--- src/rtl/clock_group_reset_sequencer.sv ---
// Fans one upstream clock group out to NUM_GROUPS members, sequencing each member's clock
// enable and synchronous reset in index order with a fixed stagger, plus park/release/shutdown.
module clock_group_reset_sequencer #(
  parameter int unsigned NUM_GROUPS     = 2,
  parameter int unsigned STAGGER_CYCLES = 4,
  parameter int unsigned CNT_W          = 8,
  parameter int unsigned SYNC_STAGES    = 2
) (
  input  logic                  clock,
  input  logic                  reset,
  input  logic                  in_reset,
  input  logic [NUM_GROUPS-1:0] hold_req,
  output logic [NUM_GROUPS-1:0] out_clock_en,
  output logic [NUM_GROUPS-1:0] out_reset,
  output logic                  all_ready,
  output logic                  seq_busy
);

  localparam int unsigned IdxW = (NUM_GROUPS > 1) ? $clog2(NUM_GROUPS) : 1;
  localparam logic [IdxW-1:0] LastIdx = IdxW'(NUM_GROUPS - 1);
  localparam logic [CNT_W-1:0] CntLast = CNT_W'(STAGGER_CYCLES - 1);

  typedef enum logic [2:0] {
    StHold, StEnWait, StRstWait, StRun, StGOff, StGOnEn, StGOnRst, StShut
  } state_e;

  state_e                 state_q, state_d;
  logic [IdxW-1:0]        idx_q, idx_d, nxt_idx, chg_idx;
  logic [CNT_W-1:0]       cnt_q, cnt_d;
  logic [NUM_GROUPS-1:0]  held_q, held_d;
  logic [NUM_GROUPS-1:0]  clk_en_q, clk_en_d;
  logic [NUM_GROUPS-1:0]  rst_q, rst_d;
  logic                   all_ready_q, all_ready_d;
  logic                   seq_busy_q, seq_busy_d;
  logic [SYNC_STAGES-1:0] sync_q;
  logic                   s_rst, phase_done, enter, need_change;

  assign s_rst      = sync_q[SYNC_STAGES-1];
  assign phase_done = (cnt_q == CntLast);
  assign nxt_idx    = idx_q + IdxW'(1);

  // Lowest-index group whose hold request disagrees with its current parked state.
  always_comb begin
    need_change = 1'b0;
    chg_idx     = '0;
    for (int i = int'(NUM_GROUPS) - 1; i >= 0; i--) begin
      if (hold_req[i] != held_q[i]) begin
        need_change = 1'b1;
        chg_idx     = IdxW'(i);
      end
    end
  end

  always_comb begin
    state_d  = state_q;
    idx_d    = idx_q;
    held_d   = held_q;
    clk_en_d = clk_en_q;
    rst_d    = rst_q;
    enter    = 1'b0;
    if (s_rst && (state_q != StHold) && (state_q != StShut)) begin
      state_d = StShut;
      rst_d   = '1;
      held_d  = '1;
      enter   = 1'b1;
    end else begin
      unique case (state_q)
        StHold: begin
          if (!s_rst) begin
            state_d     = StEnWait;
            idx_d       = '0;
            clk_en_d[0] = !hold_req[0];
            enter       = 1'b1;
          end
        end
        StEnWait, StRstWait: begin
          // A group whose clock was not enabled on entry is being skipped.
          if ((state_q == StEnWait) && clk_en_q[idx_q] && phase_done) begin
            rst_d[idx_q]  = 1'b0;
            held_d[idx_q] = 1'b0;
            state_d       = StRstWait;
            enter         = 1'b1;
          end else if ((state_q == StEnWait && !clk_en_q[idx_q]) ||
                       (state_q == StRstWait && phase_done)) begin
            enter = 1'b1;
            if (idx_q == LastIdx) begin
              state_d = StRun;
            end else begin
              state_d           = StEnWait;
              idx_d             = nxt_idx;
              clk_en_d[nxt_idx] = !hold_req[nxt_idx];
            end
          end
        end
        StRun: begin
          if (need_change) begin
            idx_d = chg_idx;
            enter = 1'b1;
            if (hold_req[chg_idx]) begin
              state_d         = StGOff;
              rst_d[chg_idx]  = 1'b1;
              held_d[chg_idx] = 1'b1;
            end else begin
              state_d           = StGOnEn;
              clk_en_d[chg_idx] = 1'b1;
            end
          end
        end
        StGOff: begin
          if (phase_done) begin
            clk_en_d[idx_q] = 1'b0;
            state_d         = StRun;
            enter           = 1'b1;
          end
        end
        StGOnEn: begin
          if (phase_done) begin
            rst_d[idx_q]  = 1'b0;
            held_d[idx_q] = 1'b0;
            state_d       = StGOnRst;
            enter         = 1'b1;
          end
        end
        StGOnRst: begin
          if (phase_done) begin
            state_d = StRun;
            enter   = 1'b1;
          end
        end
        StShut: begin
          if (phase_done) begin
            clk_en_d = '0;
            state_d  = StHold;
            enter    = 1'b1;
          end
        end
        default: begin
          state_d = StHold;
          enter   = 1'b1;
        end
      endcase
    end
    cnt_d       = enter ? '0 : (phase_done ? cnt_q : cnt_q + CNT_W'(1));
    all_ready_d = (state_d == StRun) && (held_d == '0);
    seq_busy_d  = (state_d != StRun) && (state_d != StHold);
  end

  always_ff @(posedge clock or negedge reset) begin
    if (!reset) begin
      sync_q      <= '1;
      state_q     <= StHold;
      idx_q       <= '0;
      cnt_q       <= '0;
      held_q      <= '1;
      clk_en_q    <= '0;
      rst_q       <= '1;
      all_ready_q <= 1'b0;
      seq_busy_q  <= 1'b0;
    end else begin
      sync_q      <= {sync_q[SYNC_STAGES-2:0], in_reset};
      state_q     <= state_d;
      idx_q       <= idx_d;
      cnt_q       <= cnt_d;
      held_q      <= held_d;
      clk_en_q    <= clk_en_d;
      rst_q       <= rst_d;
      all_ready_q <= all_ready_d;
      seq_busy_q  <= seq_busy_d;
    end
  end

  assign out_clock_en = clk_en_q;
  assign out_reset    = rst_q;
  assign all_ready    = all_ready_q;
  assign seq_busy     = seq_busy_q;

endmodule

--- config.mk ---
export PLATFORM = sky130hd
export DESIGN_NAME = clock_group_reset_sequencer
export DESIGN_NICKNAME = d
export VERILOG_FILES = /design/src/rtl/clock_group_reset_sequencer.sv
export SDC_FILE = /design/constraint.sdc
export NUM_CORES = 1
export LEC_CHECK = 0
export BUFFER_PORTS_ARGS = -buffer_cell sky130_fd_sc_hd__buf_4
export CAP_MARGIN = 30
export CORE_MARGIN = 3
export CORE_UTILIZATION = 30
export CTS_CLUSTER_DIAMETER = 30
export DETAILED_ROUTE_END_ITERATION = 16
export PLACE_DENSITY_LB_ADDON = 0.15
export SYNTH_ARGS = -nofsm -noshare
export SYNTH_HDL_FRONTEND = slang
export SYNTH_SLANG_ARGS = --single-unit
--- constraint.sdc ---
create_clock -name clock -period 6.3 [get_ports clock]
set_input_delay 0.945 -clock clock [delete_from_list [all_inputs] [get_ports clock]]
set_output_delay 0.945 -clock clock [all_outputs]
set_load 0.005 [all_outputs]
Word-level counts from Yosys, hierarchy flattened

Cells that the tools add are included.

Bits of input ports: 5
Register bits: 22
Logic and storage cells: 146

Bitwise logic cells: 8
Reduce and logical (&&, ||, !) cells: 30
$add $sub $neg: 2
Equality and inequality tests: 26
Multiplexer cells: 64
Order comparisons: 6

Operator list:

| operator              | number |
|---|---|
| $mux W2               | 18 |
| $mux W1               | 25 |
| $mux W3               | 8 |
| $pmux W3 S6           | 1 |
| $mux W8               | 2 |
| $ne A2 B2 Y1 const B  | 8 |
| $ne A3 B3 Y1 const B  | 5 |
| $eq A3 B3 Y1 const B  | 4 |
| $pmux W2 S3           | 2 |
| $logic_and A1 B1 Y1   | 11 |
| $reduce_and A10 Y1    | 1 |
| $eq A3 B2 Y1 const B  | 3 |
| $reduce_and A9 Y1     | 1 |
| $reduce_bool A3 Y1    | 3 |
| $add A8 B1 Y8 const B | 1 |
| $eq A8 B2 Y1 const B  | 1 |
| $pmux W1 S4           | 2 |
| $reduce_bool A4 Y1    | 2 |
| $and A2 B2 Y2         | 3 |
| $lt A1 B2 Y1 const B  | 3 |
| $or A2 B2 Y2          | 3 |
| $reduce_and A6 Y1     | 1 |
| $pmux W1 S5           | 1 |
| $reduce_and A5 Y1     | 1 |
| 18 further kinds      | 26 |

Depth between registers and ports, before layout

Depth in word-level cells: 14
Depth in mapped cells: 9
Depth with buffers taken out: 8

Worst setup path after synthesis

OpenSTA, ideal clock, no wires.

Path kind: input port to flip-flop
Start point: in hold_req[0]
End point: reg clk_en_q[0] (netlist: out_clock_en[0])
Library setup time: 0.128 ns
Buffers on the path: 1
Arrival: 2.561 ns
Slack: 3.612 ns
Stages on the path: 8
Cell sequence: inv_1 -> ha_1 -> clkbuf_1 -> nor3_1 -> a311o_1 -> a221oi_2 -> nand3_1 -> mux2_1

Word-level cells in the longest chain between the ends: 10
Elaborated cells on any way between the ends: 26
Those cells by class: 2 x order compare; 3 x eq/ne; 16 x mux; 1 x bitwise; 4 x reduce/logical

RTL lines:

| what                                                                      | RTL line | RTL |
|---|---|---|
| start, declared                                                           | 12       | `input logic [NUM_GROUPS-1:0] hold_req,` |
| $ne A1 B1 Y1                                                              | 47       | `if (hold_req[i] != held_q[i]) begin` |
| $mux W1                                                                   | 47       |  |
| $lt A1 B2 Y1 (not written as such) / $ge A1 B1 Y1 (equally long branches) | 105      | `clk_en_d[chg_idx] = 1'b1;` |
| $logic_and A1 B1 Y1 (not written as such)                                 | 105      |  |
| $mux W1 (not written as such)                                             | 105      |  |
| $demux W1 S1                                                              | 105      |  |
| $or A2 B2 Y2 (no line)                                                    | -        |  |
| $mux W2                                                                   | 99       | `if (hold_req[chg_idx]) begin` |
| $mux W2                                                                   | 96       | `if (need_change) begin` |
| $pmux W1 S5                                                               | 67       | `unique case (state_q)` |
| end signal, assigned                                                      | 165      | `clk_en_q <= clk_en_d;` |
| end, declared                                                             | 31       | `logic [NUM_GROUPS-1:0] clk_en_q, clk_en_d;` |

Several ways; a longest one is shown, not always the timed one. The select of a mux whose other input is x is not followed.
A chain may end at the register's enable or synchronous reset.

Worst setup path in the final report

Start point: reg state_q[2]
End point: reg clk_en_q[0] (netlist: out_clock_en[0])

Word-level cells in the longest chain between the ends: 5
Elaborated cells on any way between the ends: 28
Those cells by class: 14 x eq/ne; 1 x mux; 1 x bitwise; 12 x reduce/logical

RTL lines:

| what                                                        | RTL line   | RTL |
|---|---|---|
| start, declared                                             | 27         | `state_e state_q, state_d;` |
| start signal, assigned                                      | 151        | `state_q <= StHold;` |
| start signal, assigned                                      | 161        | `state_q <= state_d;` |
| $eq A3 B1 Y1, or another cell as far along                  | 67, 78, 83 |  |
| $logic_and A1 B1 Y1 (on tied branches)                      | -          |  |
| $logic_or A1 B1 Y1, or another cell as far along            | 83         | `end else if ((state_q == StEnWait && !clk_en_q[idx_q]) \|\|` |
| $ne A2 B2 Y1 (no line) / $not A1 Y1 (equally long branches) | -          |  |
| $reduce_and A10 Y1 (no line)                                | -          |  |

Several ways; a longest one is shown, not always the timed one.

==> run metrics <==
post-placement cell area between 1500 and 2000 um2; share of power burned in registers between 30% and 40%; arrival time at the worst endpoint between 2 and 3 ns; die height a little under 80 um; RSZ-0062 raised after global routing no; Starting Density 31.90%; setup ws final between 3 and 4 ns; Syn Std Cell Area about 1600 um2; PostCTS Resize Cnt 0; total internal power between 0.0004 and 0.0005 W; Max Root-Sink Buffers 2; clk_lat worst skew between 0.2 and 0.3 ns; CP cell instances nand3b_1, nor3_1, a311o_1, a221oi_2, nand3_1, mux2_1; H-tree Lvls 1; row count 25; antenna diode count 0; yosys warns 0; DP Worst Slack roughly 3.4 ns; post-CTS setup buffers 0; max-capacitance violation count 0; total iterations of the first detailed-routing run 4; Yosys reg bits 22; total track usage 13.83%; Setup-failing EPs final 0; first-pass GRT wire length approximately 6.9 mm; Clock Sinks 22; Final Skew around 0.0011 ns; GRT overflow 0; clock power share 16.9%; fin. max-slew vios 0; critical path endpoint category flop; io pins 11; crit path time final 2.620 ns; Post-synth top flop dfrtp_1; fin crit share approximately two fifths; delay-heaviest family, CP flip-flops; Slew HR a little under two fifths; HPWL Detailed 2.719 mm; Logic pwr share 48.1%; Avg Inst Size Synth about 8 um2; Synth cell types 50; Worst VDD drop approximately 0.00014 V; Leak between 0.7 and 0.8 nW; Die Area a little over 6000 um2; CTS clk-pin slew, worst paths around 0.08 ns; largest net degree at the start of global routing 34; vias in the first global route between 1,000 and 1,500; Final #Nets ~200; Antenna Nets Post-Route 0; DR DRC count 0; synthesized instance count between 150 and 200; layout cells sized above 1 around 14%; vias between 1,000 and 1,500; pwr/cell area 459.6 nW/um2; drt via density roughly 5.4; crit path buf inv count 0; Crit Path Max Fanout 33; Root Driver clkbuf_8; Crit Path Category flop to flop; core area between 4000 and 5000 um2; final WL approximately 3.8 mm; Post-synth ARST share 100.0%; CTS tree built; WL/cell 14.65 um; Worst-Margin Slew approximately 0.95 ns; initial antenna violation count 0; CP Data Required Time 6.45 ns; Iter 0 DRT Violations between 150 and 200; Highest Clock Rate between 0.3 and 0.4 GHz; FILL cells between 500 and 600; final instance area 1734 um2; HP Class flop to flop; I/O Buffers 10; P_sw 0.0003551 W; outcome finished, final reports clean; worst hold slack around 0.36 ns; register area share after synthesis 35.85%; Post-synth EDFFs 0; GP Congestion a little under 0.9; critical-path cell with the highest stage delay dfrtp_1; Slowest Stage Delay on Critical Path slightly below 1 ns; Hold Fails Final Rpt 0; Die Span X between 70 and 80 um; Startpoint Class flop; Power Total roughly 0.0008 W; Area growth syn-to-layout 11.41%; Switching Share ~45%; TritonCTS buffer count 3; hold_buf cts 0; TNS Setup 0 ns; Post-Syn Nets ~200
==> cells in the mapped netlist, types with 2 or more instances <==
cell type | instances | area, um2
xnor2_1 | 3 | 26.28
a21oi_1 | 14 | 70.07
nand2_1 | 19 | 71.32
nor3_1 | 3 | 15.01
xor2_1 | 5 | 43.79
o31ai_1 | 3 | 22.52
inv_1 | 8 | 30.03
o21ai_0 | 19 | 95.09
nor2_1 | 23 | 86.33
buf_2 | 3 | 15.01
dfstp_2 | 6 | 157.7
nor2b_1 | 5 | 31.28
a2bb2oi_1 | 2 | 17.52
ha_1 | 2 | 25.02
nand2b_1 | 2 | 12.51
and3_1 | 3 | 18.77
nand3_1 | 6 | 30.03
buf_1 | 3 | 11.26
or3_1 | 2 | 12.51
nor4_1 | 2 | 12.51
clkbuf_1 | 4 | 15.01
mux2i_1 | 4 | 40.04
nand3b_1 | 2 | 15.01
a21o_1 | 2 | 15.01
a31oi_1 | 5 | 31.28
dfrtp_1 | 16 | 400.4
==> metrics by stage <==
step	cells	utilization, %
CTS	260	35.54
floorplan	190	-
global route	260	35.54
global placement	256	34.08
detailed placement	256	34.08
finish	260	35.54
==> registers in the layout, summed over array words and instances (netlist names), named ones only <==
name / cells
state_q: 3
cnt_q: 8
sync_q: 2
all_ready: 1
out_reset: 2
out_clock_en: 1
idx_q: 1
seq_busy: 1
held_q: 2
==> path summary, 6_finish.rpt <==
check,end,start,cells past startpoint,slack [ns]
worst min register to register,sync_q[1],sync_q[0],0,0.36
max in group asynchronous,held_q[1],reset,1,5.48
worst max register to register,out_clock_en[0],state_q[2],6,3.68
worst max-delay path,out_clock_en[0],state_q[2],6,3.68
min in group asynchronous,cnt_q[6],reset,1,0.55
worst min-delay path,sync_q[1],sync_q[0],0,0.36
==> layer usage <==
metal  vias to the layer above  wire (um)  GRT usage [%]
met3                         6        172          2.638
met5                         -          0              0
li1                        685          -              -
met1                       667       1747          18.68
met4                         0         56          3.497
met2                        37       1833          22.77
==> power by group through the flow <==
| stage | logic (W) | registers (W) | clock network [W] |
|---|---|---|---|
| after CTS | 0.000383 | 0.000279 | 0.000139 |
| after detailed placement | 0.000381 | 0.000280 | 0 |
| after floorplan | 0.000347 | 0.000219 | 0 |
| after global placement | 0.000378 | 0.000279 | 0 |
| final | 0.000384 | 0.000279 | 0.000134 |
| after global routing | 0.000437 | 0.000294 | 0.000145 |
==> logic make-up after synthesis <==
logic type / share of synthesized area, %
and+or+nand+nor: 25.00
buffers and inverters: 5.305
DFF: 35.85
AOI/OAI and AO/OA: 22.75
muxes: 4.984
adders and majority gates: 1.607
xor gates and xnor gates: 4.502
==> layout by cell type (no fill, tap or decap), types with 2 or more instances in the layout <==
| master | n |
|---|---|
| o31ai_1 | 3 |
| nor3_1 | 3 |
| nand2_1 | 19 |
| nor2_1 | 23 |
| a21o_1 | 2 |
| xor2_1 | 5 |
| a31oi_1 | 5 |
| inv_1 | 8 |
| and3_1 | 3 |
| dfstp_2 | 6 |
| nor4_1 | 2 |
| nor2b_1 | 5 |
| nand3_1 | 6 |
| o21ai_0 | 19 |
| xnor2_1 | 3 |
| or3_1 | 2 |
| a2bb2oi_1 | 2 |
| mux2i_1 | 4 |
| ha_1 | 2 |
| nand3b_1 | 2 |
| buf_4 | 10 |
| dfrtp_1 | 16 |
| clkbuf_8 | 3 |
| a21oi_1 | 14 |
| nand2b_1 | 2 |
==> cell type report <==
cell class | count | area (um2) | area share (%)
Clock buffer | 3 | 41.29 | 2.381
Clock inverter | 1 | 30.03 | 1.732
Inverter | 8 | 30.03 | 1.732
Multi-Input combinational cell | 149 | 915.9 | 52.81
Sequential cell | 22 | 558.0 | 32.18
Tap cell | 67 | 83.83 | 4.834
Timing Repair Buffer | 10 | 75.07 | 4.329
No activity file was read; power rests on OpenSTA's default activity.
